[src/rtl/lcd_write_arbiter_if.sv]
// Requester-side bus of the LCD write arbiter.
// Two requesters share it. The arbiter answers with ack pulses and a busy flag.
interface lcd_write_arbiter_if;
    logic       req0;
    logic       req1;
    logic       rs0;
    logic       rs1;
    logic [7:0] data0;
    logic [7:0] data1;
    logic       ack0;
    logic       ack1;
    logic       busy;

    modport master (
        output req0, req1, rs0, rs1, data0, data1,
        input  ack0, ack1, busy
    );

    modport slave (
        input  req0, req1, rs0, rs1, data0, data1,
        output ack0, ack1, busy
    );
endinterface

[src/rtl/lcd_write_arbiter.sv]
// Round-robin arbiter that lets two requesters share one HD44780-style LCD write port.
// Each write runs through the sequence setup, enable pulse, hold and then an execution wait.
module lcd_write_arbiter #(
    parameter int unsigned SETUP_CYC     = 4,
    parameter int unsigned EN_CYC        = 15,
    parameter int unsigned HOLD_CYC      = 2,
    parameter int unsigned WAIT_CYC      = 2000,
    parameter int unsigned LONG_WAIT_CYC = 82000
) (
    input  logic                CLOCK_50,
    input  logic                reset,
    lcd_write_arbiter_if.slave  bus,
    input  logic                disp_on,
    output logic [7:0]          LCD_DATA,
    output logic                LCD_RS,
    output logic                LCD_RW,
    output logic                LCD_EN,
    output logic                LCD_ON,
    output logic                LCD_BLON
);

    localparam int unsigned SETUP_L = (SETUP_CYC     == 0) ? 32'd1 : SETUP_CYC;
    localparam int unsigned EN_L    = (EN_CYC        == 0) ? 32'd1 : EN_CYC;
    localparam int unsigned HOLD_L  = (HOLD_CYC      == 0) ? 32'd1 : HOLD_CYC;
    localparam int unsigned WAIT_L  = (WAIT_CYC      == 0) ? 32'd1 : WAIT_CYC;
    localparam int unsigned LONG_L  = (LONG_WAIT_CYC == 0) ? 32'd1 : LONG_WAIT_CYC;

    typedef enum logic [2:0] {IDLE, SETUP, PULSE, HOLD, WAIT} state_t;

    state_t      state;
    logic [31:0] cnt;
    logic        last_grant;
    logic        grant_id;
    logic        is_long;
    logic [7:0]  lat_data;
    logic        lat_rs;
    logic        en_q;
    logic        ack0_q;
    logic        ack1_q;
    logic        busy_q;
    logic        on_q;

    logic        pick1;
    logic        sel_rs;
    logic [7:0]  sel_data;
    logic        sel_long;
    logic [31:0] wait_len;

    // Requester 1 wins when it is alone, or on a tie when requester 0 was granted last.
    always_comb begin
        pick1    = bus.req1 && (!bus.req0 || !last_grant);
        sel_rs   = pick1 ? bus.rs1 : bus.rs0;
        sel_data = pick1 ? bus.data1 : bus.data0;
        sel_long = !sel_rs && (sel_data[7:2] == 6'd0);
        wait_len = is_long ? LONG_L : WAIT_L;
    end

    always_ff @(posedge CLOCK_50 or posedge reset) begin
        if (reset) begin
            state      <= IDLE;
            cnt        <= 32'd0;
            last_grant <= 1'b1;
            grant_id   <= 1'b0;
            is_long    <= 1'b0;
            lat_data   <= 8'd0;
            lat_rs     <= 1'b0;
            en_q       <= 1'b0;
            ack0_q     <= 1'b0;
            ack1_q     <= 1'b0;
            busy_q     <= 1'b0;
        end else begin
            ack0_q <= 1'b0;
            ack1_q <= 1'b0;
            case (state)
                IDLE: begin
                    if (bus.req0 || bus.req1) begin
                        state      <= SETUP;
                        cnt        <= SETUP_L;
                        grant_id   <= pick1;
                        last_grant <= pick1;
                        lat_rs     <= sel_rs;
                        lat_data   <= sel_data;
                        is_long    <= sel_long;
                        busy_q     <= 1'b1;
                    end
                end
                SETUP: begin
                    if (cnt == 32'd1) begin
                        state <= PULSE;
                        cnt   <= EN_L;
                        en_q  <= 1'b1;
                    end else begin
                        cnt <= cnt - 32'd1;
                    end
                end
                PULSE: begin
                    if (cnt == 32'd1) begin
                        state <= HOLD;
                        cnt   <= HOLD_L;
                        en_q  <= 1'b0;
                    end else begin
                        cnt <= cnt - 32'd1;
                    end
                end
                HOLD: begin
                    if (cnt == 32'd1) begin
                        state <= WAIT;
                        cnt   <= wait_len;
                        if (wait_len == 32'd1) begin
                            ack0_q <= !grant_id;
                            ack1_q <= grant_id;
                        end
                    end else begin
                        cnt <= cnt - 32'd1;
                    end
                end
                WAIT: begin
                    // The ack is registered, so it is launched one cycle ahead to land on the last wait cycle.
                    if (cnt == 32'd1) begin
                        state  <= IDLE;
                        cnt    <= 32'd0;
                        busy_q <= 1'b0;
                    end else begin
                        cnt <= cnt - 32'd1;
                        if (cnt == 32'd2) begin
                            ack0_q <= !grant_id;
                            ack1_q <= grant_id;
                        end
                    end
                end
                default: begin
                    state  <= IDLE;
                    cnt    <= 32'd0;
                    en_q   <= 1'b0;
                    busy_q <= 1'b0;
                end
            endcase
        end
    end

    always_ff @(posedge CLOCK_50 or posedge reset) begin
        if (reset) begin
            on_q <= 1'b0;
        end else begin
            on_q <= disp_on;
        end
    end

    assign bus.ack0 = ack0_q;
    assign bus.ack1 = ack1_q;
    assign bus.busy = busy_q;
    assign LCD_DATA = lat_data;
    assign LCD_RS   = lat_rs;
    assign LCD_EN   = en_q;
    assign LCD_ON   = on_q;
    assign LCD_RW   = 1'b0;
    assign LCD_BLON = 1'b0;

endmodule

[src/flat_wrapper.sv]
// flat-port wrapper written by rule: the top's interface ports become plain ports
module lcd_write_arbiter_flat 
#(
    parameter int unsigned SETUP_CYC     = 4,
    parameter int unsigned EN_CYC        = 15,
    parameter int unsigned HOLD_CYC      = 2,
    parameter int unsigned WAIT_CYC      = 2000,
    parameter int unsigned LONG_WAIT_CYC = 82000
)
  (CLOCK_50, reset, disp_on, LCD_DATA, LCD_RS, LCD_RW, LCD_EN, LCD_ON, LCD_BLON, bus_req0, bus_req1, bus_rs0, bus_rs1, bus_data0, bus_data1, bus_ack0, bus_ack1, bus_busy);
  lcd_write_arbiter_if bus_i ();
  input  logic CLOCK_50;
  input  logic reset;
  input  logic disp_on;
  output logic [7:0] LCD_DATA;
  output logic LCD_RS;
  output logic LCD_RW;
  output logic LCD_EN;
  output logic LCD_ON;
  output logic LCD_BLON;
  input wire logic [$bits(bus_i.req0)-1:0] bus_req0;
  input wire logic [$bits(bus_i.req1)-1:0] bus_req1;
  input wire logic [$bits(bus_i.rs0)-1:0] bus_rs0;
  input wire logic [$bits(bus_i.rs1)-1:0] bus_rs1;
  input wire logic [$bits(bus_i.data0)-1:0] bus_data0;
  input wire logic [$bits(bus_i.data1)-1:0] bus_data1;
  output wire logic [$bits(bus_i.ack0)-1:0] bus_ack0;
  output wire logic [$bits(bus_i.ack1)-1:0] bus_ack1;
  output wire logic [$bits(bus_i.busy)-1:0] bus_busy;
  assign bus_i.req0 = bus_req0;
  assign bus_i.req1 = bus_req1;
  assign bus_i.rs0 = bus_rs0;
  assign bus_i.rs1 = bus_rs1;
  assign bus_i.data0 = bus_data0;
  assign bus_i.data1 = bus_data1;
  assign bus_ack0 = bus_i.ack0;
  assign bus_ack1 = bus_i.ack1;
  assign bus_busy = bus_i.busy;
  lcd_write_arbiter #(.SETUP_CYC(SETUP_CYC), .EN_CYC(EN_CYC), .HOLD_CYC(HOLD_CYC), .WAIT_CYC(WAIT_CYC), .LONG_WAIT_CYC(LONG_WAIT_CYC)) u_core (.CLOCK_50(CLOCK_50), .reset(reset), .bus(bus_i), .disp_on(disp_on), .LCD_DATA(LCD_DATA), .LCD_RS(LCD_RS), .LCD_RW(LCD_RW), .LCD_EN(LCD_EN), .LCD_ON(LCD_ON), .LCD_BLON(LCD_BLON));
endmodule
[config.mk]
export PLATFORM = sky130hd
export DESIGN_NAME = lcd_write_arbiter_flat
export DESIGN_NICKNAME = d
export VERILOG_FILES = /design/src/rtl/lcd_write_arbiter_if.sv /design/src/rtl/lcd_write_arbiter.sv /design/src/flat_wrapper.sv
export SDC_FILE = /design/constraint.sdc
export NUM_CORES = 1
export LEC_CHECK = 0
export BUFFER_PORTS_ARGS = -buffer_cell sky130_fd_sc_hd__clkbuf_2
export CORE_MARGIN = 10
export CORE_UTILIZATION = 55
export CTS_CLUSTER_SIZE = 40
export DETAILED_ROUTE_END_ITERATION = 8
export PLACE_DENSITY = 0.76
export SYNTH_ARGS = -nofsm -noshare
export SYNTH_HDL_FRONTEND = slang
export SYNTH_SLANG_ARGS = --single-unit
export TNS_END_PERCENT = 30
[constraint.sdc]
create_clock -name CLOCK_50 -period 2.43 [get_ports CLOCK_50]
set_input_delay 0.486 -clock CLOCK_50 [delete_from_list [all_inputs] [get_ports CLOCK_50]]
set_output_delay 0.486 -clock CLOCK_50 [all_outputs]
set_load 0.05 [all_outputs]
==> results of run 1 <==
[Yosys cell counts, types with 2 or more instances]
cell type  count  area [µm²]
a211o_1        7       61.31
a21o_1         2       15.01
a21oi_1        6       30.03
a31oi_1        3       18.77
and2_1         2       12.51
and3_1         3       18.77
and4_1         2       17.52
buf_4          3       22.52
clkbuf_1      13       48.80
dfrtp_1       51        1276
ha_1           3       37.54
inv_1          9       33.78
mux2i_1       11       110.1
nand2_1       37       138.9
nand2b_1       2       12.51
nand3_1        6       30.03
nand4_1        3       18.77
nand4b_1       2       17.52
nor2_1        37       138.9
nor3_1        15       75.07
nor4_1        22       137.6
nor4_2         3       37.54
nor4b_1        4       35.03
o211ai_1       4       30.03
o21ai_0       15       75.07
o21bai_1       2       15.01
o31a_1         2       17.52
o31ai_1        2       15.01
or2_2          3       18.77
or3_1          6       37.54
xnor2_1       19       166.4
[area by class of cell]
type / instances / area (µm²)
fillers: 441 / 1730
clock inverters: 3 / 21.27
inverters: 9 / 33.78
repair buffers: 58 / 370.4
well taps: 70 / 87.58
clock buffers: 5 / 68.82
multi-input cells: 250 / 1590
flip-flops and latches: 52 / 1303
[routing by layer]
layer	vias to the layer above	GRT usage, %	part of all wire [%]
met4	0	5.063	1.2
met5	-	0	0
met2	56	29.03	49
met1	1290	22.74	46
li1	1281	-	-
met3	10	3.437	3.7
[path summary, 6_finish.rpt]
check	depth (start not counted)	slack [ns]	endpoint	startpoint
max	7	0.26	u_core.cnt[9]	u_core.cnt[8]
min	2	0.15	u_core.LCD_DATA[1]	reset
max reg2reg	7	0.26	u_core.cnt[9]	u_core.cnt[8]
min reg2reg	1	0.45	u_core.bus.ack0	u_core.grant_id
max in group asynchronous	3	1.74	u_core.cnt[7]	reset
min in group CLOCK_50	1	0.29	u_core.LCD_ON	disp_on
[kinds of logic (layout without fill, tap and decap cells)]
| kind of cell | Yosys count | after routing | share of synthesized area (%) |
|---|---|---|---|
| DFF | 52 | 52 | 43.27 |
| adders and majority gates | 3 | 3 | 1.247 |
| and+or+nand+nor | 158 | 158 | 28.76 |
| xor gates and xnor gates | 20 | 20 | 5.819 |
| AOI/OAI and AO/OA | 56 | 56 | 13.09 |
| buffers and inverters | 27 | 75 | 4.031 |
| muxes | 11 | 11 | 3.658 |
| other | 1 | 2 | 0.1246 |
[where the power goes]
| part | total (mW) | leakage, nW | switching, mW | internal [mW] |
|---|---|---|---|---|
| clock | 0.510 | 0.0445 | 0.305 | 0.205 |
| combinational | 0.0947 | 0.853 | 0.0579 | 0.0368 |
| sequential | 0.876 | 0.650 | 0.00617 | 0.870 |
[through the flow]
step           utilization [%]  area (µm²)  cells  power, mW
2_1_floorplan                -        3014    329     0.9481
4_1_cts                  66.75        3475    447      1.497
5_1_grt                  66.75        3475    447      1.537
3_5_place_dp             65.02        3385    439     0.9885
3_3_place_gp             65.02        3385    439     0.9857
6_report                 66.75        3475    447      1.481
==> out/qor.csv, run 1 <==
stage,metric,value,unit
status,status,finished clean,
grt,GRT Overall Usage,17.59,%
timing,Pins Over Slew Limit,0,
synthesis,library cells used by synthesis,60,
timing,Final Critical Period,2.173,ns
cts,CTS tree,done,
cts,CTS resizes,0,
timing,RSZ-0062 raised after global routing,false,
synthesis,asr flop ratio synth,100.0,%
timing,final hold vios,0,
cells_and_area,area grow syn2layout,15.42,%
cells_and_area,"most common cell after layout, fill and taps aside",dfrtp_1,
synthesis,Mapped Area,3010,µm²
timing,Max Fclk,0.4601,GHz
placed_design,Port-buffer cells,36,
critical_path,"Largest delay share family, worst path",simple AND/OR/NAND/NOR gates,
synthesis,"FF+latch count, synth",52,
floorplanning,DIE AREA,8832,µm²
cts,Root Driver,clkbuf_8,
flow_run,Max Cap Violations,0,
cts,clk_lat worst skew,0.31,ns
floorplanning,io pins,39,
synthesis,Ys Warns,0,
critical_path,crit-path max cell delay,0.46,ns
synthesis,"Primary FF master, synth",dfrtp_1,
grt,first-pass GRT wire length,12680,µm
cts,CTS Buffer Depth,2,
cts,Post-CTS Hold Fix Bufs,0,
cts,"CTS clk-pin slew, worst paths",0.10,ns
routing,ANT nets after route,0,
placed_design,DP HPWL,5532,µm
routing,first-pass iteration count of the detailed router,4,
placed_design,Post-Place Setup Slack,0.3082,ns
pwr,LEAKAGE,1.548,nW
timing,Fin Hold WS,0.1461,ns
grt,vias in the first global route,2664,
timing,period utilization,89.44,%
routing,DR iter-0 viols,270,
critical_path,CP required,2.63,ns
cts,H-tree depth,2,
cts,# clock sinks,52,
placed_design,GP Congestion,0.8646,
cells_and_area,layout cells sized above 1,21.22,%
synthesis,Post-synth EDFFs,0,
routing,drt wl/cell,16.74,µm
cts,clock buffer count from CTS,5,
critical_path,type of origin of the critical path,flop,
floorplanning,Die H,93.98,µm
critical_path,CP cell instances,nor4_2 > buf_4 > nand4b_1 > nor4_2 > buf_4 > nor3_1 > a211o_1,
critical_path,worst path buffer plus inverter count,2,
timing,setup TNS,0,ns
cells_and_area,Largest Register,u_core.cnt,
synthesis,sequential share of the synthesized area,43.27,%
critical_path,CP endpoint kind,flop,
pwr,Peak VDD IR,0.3270,mV
critical_path,CP max FO,11,
routing,vias per cell,5.899,
synthesis,Syn Inst Count,328,
grt,remaining global-route overflow,0,
timing,clock skew,0.009947,ns
pwr,PD cells,426.2,nW/µm²
cells_and_area,n_diodes,0,
routing,Routed WL,7483,µm
routing,total number of vias,2637,
floorplanning,Rows,26,
cells_and_area,most frequent cells in the layout,"dfrtp_1 (51), nor2_1 (37), nand2_1 (37)",
synthesis,Synth Area per Inst,9.178,µm²
critical_path,crit path kind,flop to flop,
min_path,type of the most critical hold path,primary input to async pin,
critical_path,slowest CP cell,dfrtp_1,
routing,DR DRC count,0,
grt,initial antenna violation count,0,
timing,Worst Tran Pin Value,0.5582,ns
cts,postcts setup bufs,0,
floorplanning,Die Wd,93.98,µm
timing,Slew HR,62.70,%
critical_path,Crit path arrival time,2.37,ns
floorplanning,initial core utilization,57.84,%
timing,"Worst Setup Slack, final",0.2566,ns
cells_and_area,final net count,402,
floorplanning,core footprint,5205,µm²
grt,pin count of the biggest net entering global routing,34,
cells_and_area,max reg flops,32,
timing,endpoints failing setup,0,
Power figures use the tool's default switching activity.
==> inputs of run 2 (changes only) <==
- CORE_UTILIZATION: 55 -> 45
- PLACE_DENSITY: 0.76 -> not set
==> run 2 against run 1 <==
Against the previous run:
- global-route usage is 2.6 points lower
- fmax is 1.1% lower
- worst setup slack worse by 0.024 ns
- wire length is 3.1% lower
- highest routed layer unchanged
- register-to-register slack worse by 0.02 ns
- sequential share of layout area hardly changed
==> out/qor.csv, run 2 (synthesized netlist as in run 1, its figures left out) <==
stage,metric,value,unit
pwr,logic gate share of total power,6.3,%
floorplanning,Die H,101.8,µm
timing,Final Critical Period,2.197,ns
cts,CTS Buffer Depth,2,
pwr,Internal Pwr Total,1.112,mW
cts,CTS resizes,0,
grt,vias in the first global route,2659,
critical_path,Levels on crit path,7,
placed_design,GP Congestion,0.8332,
critical_path,type of origin of the critical path,flop,
timing,clock skew,0.01336,ns
min_path,type of the most critical hold path,primary input to async pin,
pwr,PD cells,422.9,nW/µm²
floorplanning,DIE AREA,10360,µm²
cells_and_area,max reg flops,32,
placed_design,Port-buffer cells,36,
timing,RSZ-0062 raised after global routing,false,
timing,setup TNS,0,ns
critical_path,CP required,2.66,ns
cells_and_area,area grow syn2layout,15.50,%
routing,Routed WL,7252,µm
critical_path,CP max FO,4,
cells_and_area,n_diodes,0,
cells_and_area,"most common cell after layout, fill and taps aside",dfrtp_1,
floorplanning,core footprint,6422,µm²
cts,"CTS clk-pin slew, worst paths",0.10,ns
grt,remaining global-route overflow,0,
cells_and_area,final net count,403,
cts,Post-CTS Hold Fix Bufs,0,
critical_path,crit path kind,flop to flop,
cells_and_area,layout cells sized above 1,21.16,%
routing,DR iter-0 viols,85,
timing,period utilization,90.42,%
routing,total number of vias,2593,
floorplanning,Die Wd,101.8,µm
pwr,LEAKAGE,1.546,nW
timing,final hold vios,0,
pwr,clock network fraction of design power,34.2,%
cells_and_area,most frequent cells in the layout,"dfrtp_1 (51), nor2_1 (37), nand2_1 (37)",
critical_path,CP endpoint kind,flop,
critical_path,reg2reg start,u_core.cnt[1],
critical_path,Critical path origin,u_core.cnt[1],
critical_path,CP cell instances,inv_1 > ha_1 > nor3b_1 > nand4_1 > or3_4 > or4_1 > o21ai_1,
cells_and_area,area of the multi-input gates,1590,µm²
routing,DR DRC count,0,
floorplanning,io pins,39,
routing,vias per cell,5.699,
routing,ANT nets after route,0,
placed_design,post-placement cell area,3388,µm²
placed_design,DP HPWL,5473,µm
pwr,Flop pwr share,59.5,%
timing,Worst Tran Pin Value,0.5960,ns
cts,CTS tree,done,
flow_run,Max Cap Violations,0,
pwr,Peak VDD IR,0.2156,mV
critical_path,FF-to-FF path depth,7,
pwr,sw power,0.3583,mW
critical_path,slowest CP cell,dfrtp_1,
critical_path,"Largest delay share family, worst path",simple AND/OR/NAND/NOR gates,
grt,GRT Overall Usage,14.95,%
timing,Pins Over Slew Limit,0,
timing,Slew HR,60.21,%
grt,initial antenna violation count,0,
grt,first-pass GRT wire length,12780,µm
cells_and_area,sequential standard cell area,1303,µm²
routing,drt wl/cell,15.94,µm
timing,Max Fclk,0.4551,GHz
status,status,finished clean,
critical_path,flop-to-flop setup slack,0.23,ns
timing,endpoints failing setup,0,
pwr,switching power share of the total,24.37,%
cells_and_area,Fillers,615,
cts,# clock sinks,52,
critical_path,critical path endpoint,u_core.cnt[30],
cells_and_area,Largest Register,u_core.cnt,
cts,postcts setup bufs,0,
floorplanning,initial core utilization,46.87,%
cells_and_area,final instance area,3477,µm²
critical_path,Crit path arrival time,2.43,ns
critical_path,crit-path max cell delay,0.42,ns
routing,first-pass iteration count of the detailed router,4,
cts,clk_lat worst skew,0.31,ns
floorplanning,Rows,29,
critical_path,worst path buffer plus inverter count,1,
cts,clock buffer count from CTS,5,
pwr,Final Power,1.470,mW
cts,Root Driver,clkbuf_8,
critical_path,reg2reg end,u_core.cnt[30],
cts,H-tree depth,2,
grt,pin count of the biggest net entering global routing,28,
[run 2: cell types whose count changed in the layout (fill, tap and decap cells not counted)]
cell | previous run | this run
clkbuf_1 | 0 | 1
buf_12 | 2 | 1
clkinv_2 | 1 | 0
clkinv_4 | 0 | 1
inv_6 | 1 | 0
buf_4 | 20 | 22
[run 2: cell type report]
cell class	instances	share of cell area, %
Inverter	9	0.9716
Tap cell	77	2.771
Multi-Input combinational cell	250	45.74
Timing Repair Buffer	59	10.51
Clock inverter	2	0.4678
Sequential cell	52	37.46
Clock buffer	6	2.087
[run 2: power groups by stage]
stage	Combinational, mW	Sequential, mW	Clock, mW
finish	0.0920	0.875	0.503
floorplan	0.0536	0.895	0
global placement	0.0939	0.892	0
global route	0.106	0.876	0.546
detailed placement	0.0953	0.892	0
CTS	0.0954	0.876	0.515
[run 2: worst min path at each step]
| stage | startpoint | slack, ns | to |
|---|---|---|---|
| 5_1_grt | disp_on | 0.27 | u_core.LCD_ON |
| 4_1_cts | reset | 0.26 | u_core.cnt[21] |
| 6_report | reset | 0.22 | u_core.cnt[23] |
| 2_1_floorplan | u_core.grant_id | 0.41 | u_core.bus.ack0 |
| 3_3_place_gp | u_core.grant_id | 0.44 | u_core.bus.ack0 |
| 3_5_place_dp | u_core.grant_id | 0.44 | u_core.bus.ack0 |
[run 2: routing by layer]
layer  vias up  track usage, %  wire length [µm]
met4         0           3.410                44
met5         -               0                 0
met2        51           23.81              3279
met1      1248           19.98              3574
li1       1290               -                 -
met3         4           3.676               353
[run 2: through the flow]
stage / setup slack [ns] / instances / hold slack, ns / util, %
detailed placement: 0.2766 / 447 / 0.4434 / 52.76
CTS: 0.2312 / 455 / 0.2585 / 54.14
global placement: 0.3038 / 447 / 0.4352 / 52.76
global route: 0.04115 / 455 / 0.2666 / 54.14
finish: 0.2328 / 455 / 0.2167 / 54.14
floorplan: 0.3930 / 329 / 0.4136 / -
==> inputs of run 3 (changes only) <==
--- a/config.mk
+++ b/config.mk
@@ -8,3 +8,3 @@
 export BUFFER_PORTS_ARGS = -buffer_cell sky130_fd_sc_hd__clkbuf_2
-export CORE_MARGIN = 10
+export CORE_MARGIN = 1
 export CORE_UTILIZATION = 45
==> constraint.sdc (replaced) <==
create_clock -name CLOCK_50 -period 2.43 [get_ports CLOCK_50]
set_input_delay 0.3645 -clock CLOCK_50 [delete_from_list [all_inputs] [get_ports CLOCK_50]]
set_output_delay 0.3645 -clock CLOCK_50 [all_outputs]
set_load 0.05 [all_outputs]
==> run 3 against run 2 <==
Against the previous run:
- critical path depth did not move
- sequential share of layout area rose by 0.054 points
- register-to-register slack improved by 0.03 ns
- wire length fell by 2.6%
- clock skew fell by 0.0044 ns
- utilization rose by 0.23 points
- via count fell by 0.62%
- sequential cell count did not move
- count of clock-buffer cells in the layout fell by 1
- die area fell by 32%
- largest power group unchanged
- power rose by 0.92%
==> out/qor.csv, run 3 (synthesized netlist as in run 1, its figures left out) <==
stage,metric,value,unit
status,status,finished clean,
cts,CTS Buffer Depth,2,
routing,DR DRC count,0,
cts,clk_lat worst skew,0.31,ns
pwr,Internal Pwr Total,1.114,mW
pwr,LEAKAGE,1.549,nW
timing,RSZ-0062 raised after global routing,false,
cts,Post-CTS Hold Fix Bufs,0,
timing,Max Fclk,0.4605,GHz
pwr,Peak VDD IR,0.2286,mV
min_path,type of the most critical hold path,primary input to async pin,
cells_and_area,"most common cell after layout, fill and taps aside",dfrtp_1,
critical_path,CP max FO,11,
critical_path,slowest CP cell,dfrtp_1,
timing,Pins Over Slew Limit,0,
pwr,logic gate share of total power,6.3,%
routing,Routed WL,7065,µm
critical_path,CP required,2.63,ns
grt,first-pass GRT wire length,12230,µm
critical_path,CP cell instances,nor4_2 > buf_4 > nand4b_1 > nor4_2 > buf_4 > nor3_1 > a211o_1,
timing,Slew HR,60.84,%
placed_design,GP Congestion,0.8688,
floorplanning,Die H,83.79,µm
cells_and_area,Largest Register,u_core.cnt,
critical_path,CP endpoint kind,flop,
grt,remaining global-route overflow,0,
timing,Worst Tran Pin Value,0.5861,ns
timing,period utilization,89.37,%
cells_and_area,most frequent cells in the layout,"dfrtp_1 (51), nor2_1 (37), nand2_1 (37)",
cts,# clock sinks,52,
cts,CTS tree,done,
critical_path,Crit path arrival time,2.38,ns
cells_and_area,n_diodes,0,
pwr,switching power share of the total,24.96,%
pwr,Final Power,1.484,mW
floorplanning,Die Wd,83.79,µm
critical_path,crit-path max cell delay,0.45,ns
grt,vias in the first global route,2580,
timing,setup TNS,0,ns
timing,clock skew,0.008913,ns
pwr,clock network fraction of design power,34.7,%
pwr,sw power,0.3704,mW
flow_run,Max Cap Violations,0,
cts,clock buffer count from CTS,5,
cells_and_area,layout cells sized above 1,21.22,%
cells_and_area,area grow syn2layout,15.34,%
routing,first-pass iteration count of the detailed router,4,
grt,GRT Overall Usage,21.89,%
grt,initial antenna violation count,0,
routing,total number of vias,2577,
timing,final hold vios,0,
cts,CTS resizes,0,
cells_and_area,final net count,402,
floorplanning,DIE AREA,7021,µm²
critical_path,crit path kind,flop to flop,
pwr,Flop pwr share,59.0,%
cts,Root Driver,clkbuf_8,
timing,endpoints failing setup,0,
routing,DR iter-0 viols,112,
grt,pin count of the biggest net entering global routing,30,
cells_and_area,max reg flops,32,
cts,postcts setup bufs,0,
routing,drt wl/cell,15.56,µm
floorplanning,core footprint,6386,µm²
routing,ANT nets after route,0,
cts,H-tree depth,2,
floorplanning,initial core utilization,47.14,%
cells_and_area,Fillers,624,
critical_path,type of origin of the critical path,flop,
placed_design,DP HPWL,5265,µm
pwr,PD cells,427.4,nW/µm²
floorplanning,Rows,29,
routing,vias per cell,5.676,
placed_design,Port-buffer cells,36,
cts,"CTS clk-pin slew, worst paths",0.10,ns
floorplanning,io pins,39,
critical_path,flop-to-flop setup slack,0.26,ns
timing,Final Critical Period,2.172,ns
==> run 3: cell count changes in the layout (fill, tap and decap cells not counted), sizes merged <==
cell      delta
clkinv       +1
clkbuf       -1
inv          +1
clkinvlp     -1
buf          -1
==> run 3: final cells by class <==
cell class	count	area [µm²]	share of cell area, %
inverter	9	33.78	0.9730
clock buffer	5	68.82	1.982
multi-input combinational	250	1590	45.80
sequential	52	1303	37.51
clock inverter	3	22.52	0.6486
timing repair buffer	58	357.8	10.31
tap	77	96.34	2.775
==> run 3: final timing paths <==
kind | endpoint | cells after the start | start
min | u_core.LCD_DATA[3] | 2 | reset
max reg2reg | u_core.cnt[9] | 7 | u_core.cnt[8]
min reg2reg | u_core.bus.ack0 | 1 | u_core.grant_id
max | u_core.cnt[9] | 7 | u_core.cnt[8]
min in group CLOCK_50 | u_core.LCD_ON | 1 | disp_on
max in group asynchronous | u_core.cnt[16] | 3 | reset
==> run 3: layer usage <==
metal  GRT usage (%)  part of all wire (%)
met1           28.89                    47
met2           36.59                    47
met3           3.956                   4.0
met4           6.626                   1.6
met5               0                     0
==> run 3: power groups by stage <==
stage / clock network, mW / logic (mW) / registers (mW)
global placement: 0 / 0.0939 / 0.892
finish: 0.516 / 0.0929 / 0.876
global route: 0.559 / 0.104 / 0.877
CTS: 0.532 / 0.0952 / 0.876
floorplan: 0 / 0.0536 / 0.895
detailed placement: 0 / 0.0952 / 0.893
==> run 3: metrics by stage <==
stage	setup slack (ns)	hold slack (ns)	cells	area, µm²	util [%]
final	0.2584	0.05789	454	3472	54.37
after global routing	0.1316	0.09567	454	3472	54.37
after CTS	0.2912	0.07630	454	3472	54.37
after detailed placement	0.3129	0.4256	446	3381	52.94
after global placement	0.3000	0.4224	446	3381	52.94
after floorplan	0.3930	0.3959	329	3014	-
==> run 3: worst max-delay path: cells and delay by family, from the launching register on <==
| family | cells | cell delay [ns] |
|---|---|---|
| and+or+nand+nor | 4 | 0.88 |
| AOI/OAI and AO/OA | 1 | 0.31 |
| buffers and inverters | 2 | 0.42 |
| DFF | 1 | 0.45 |
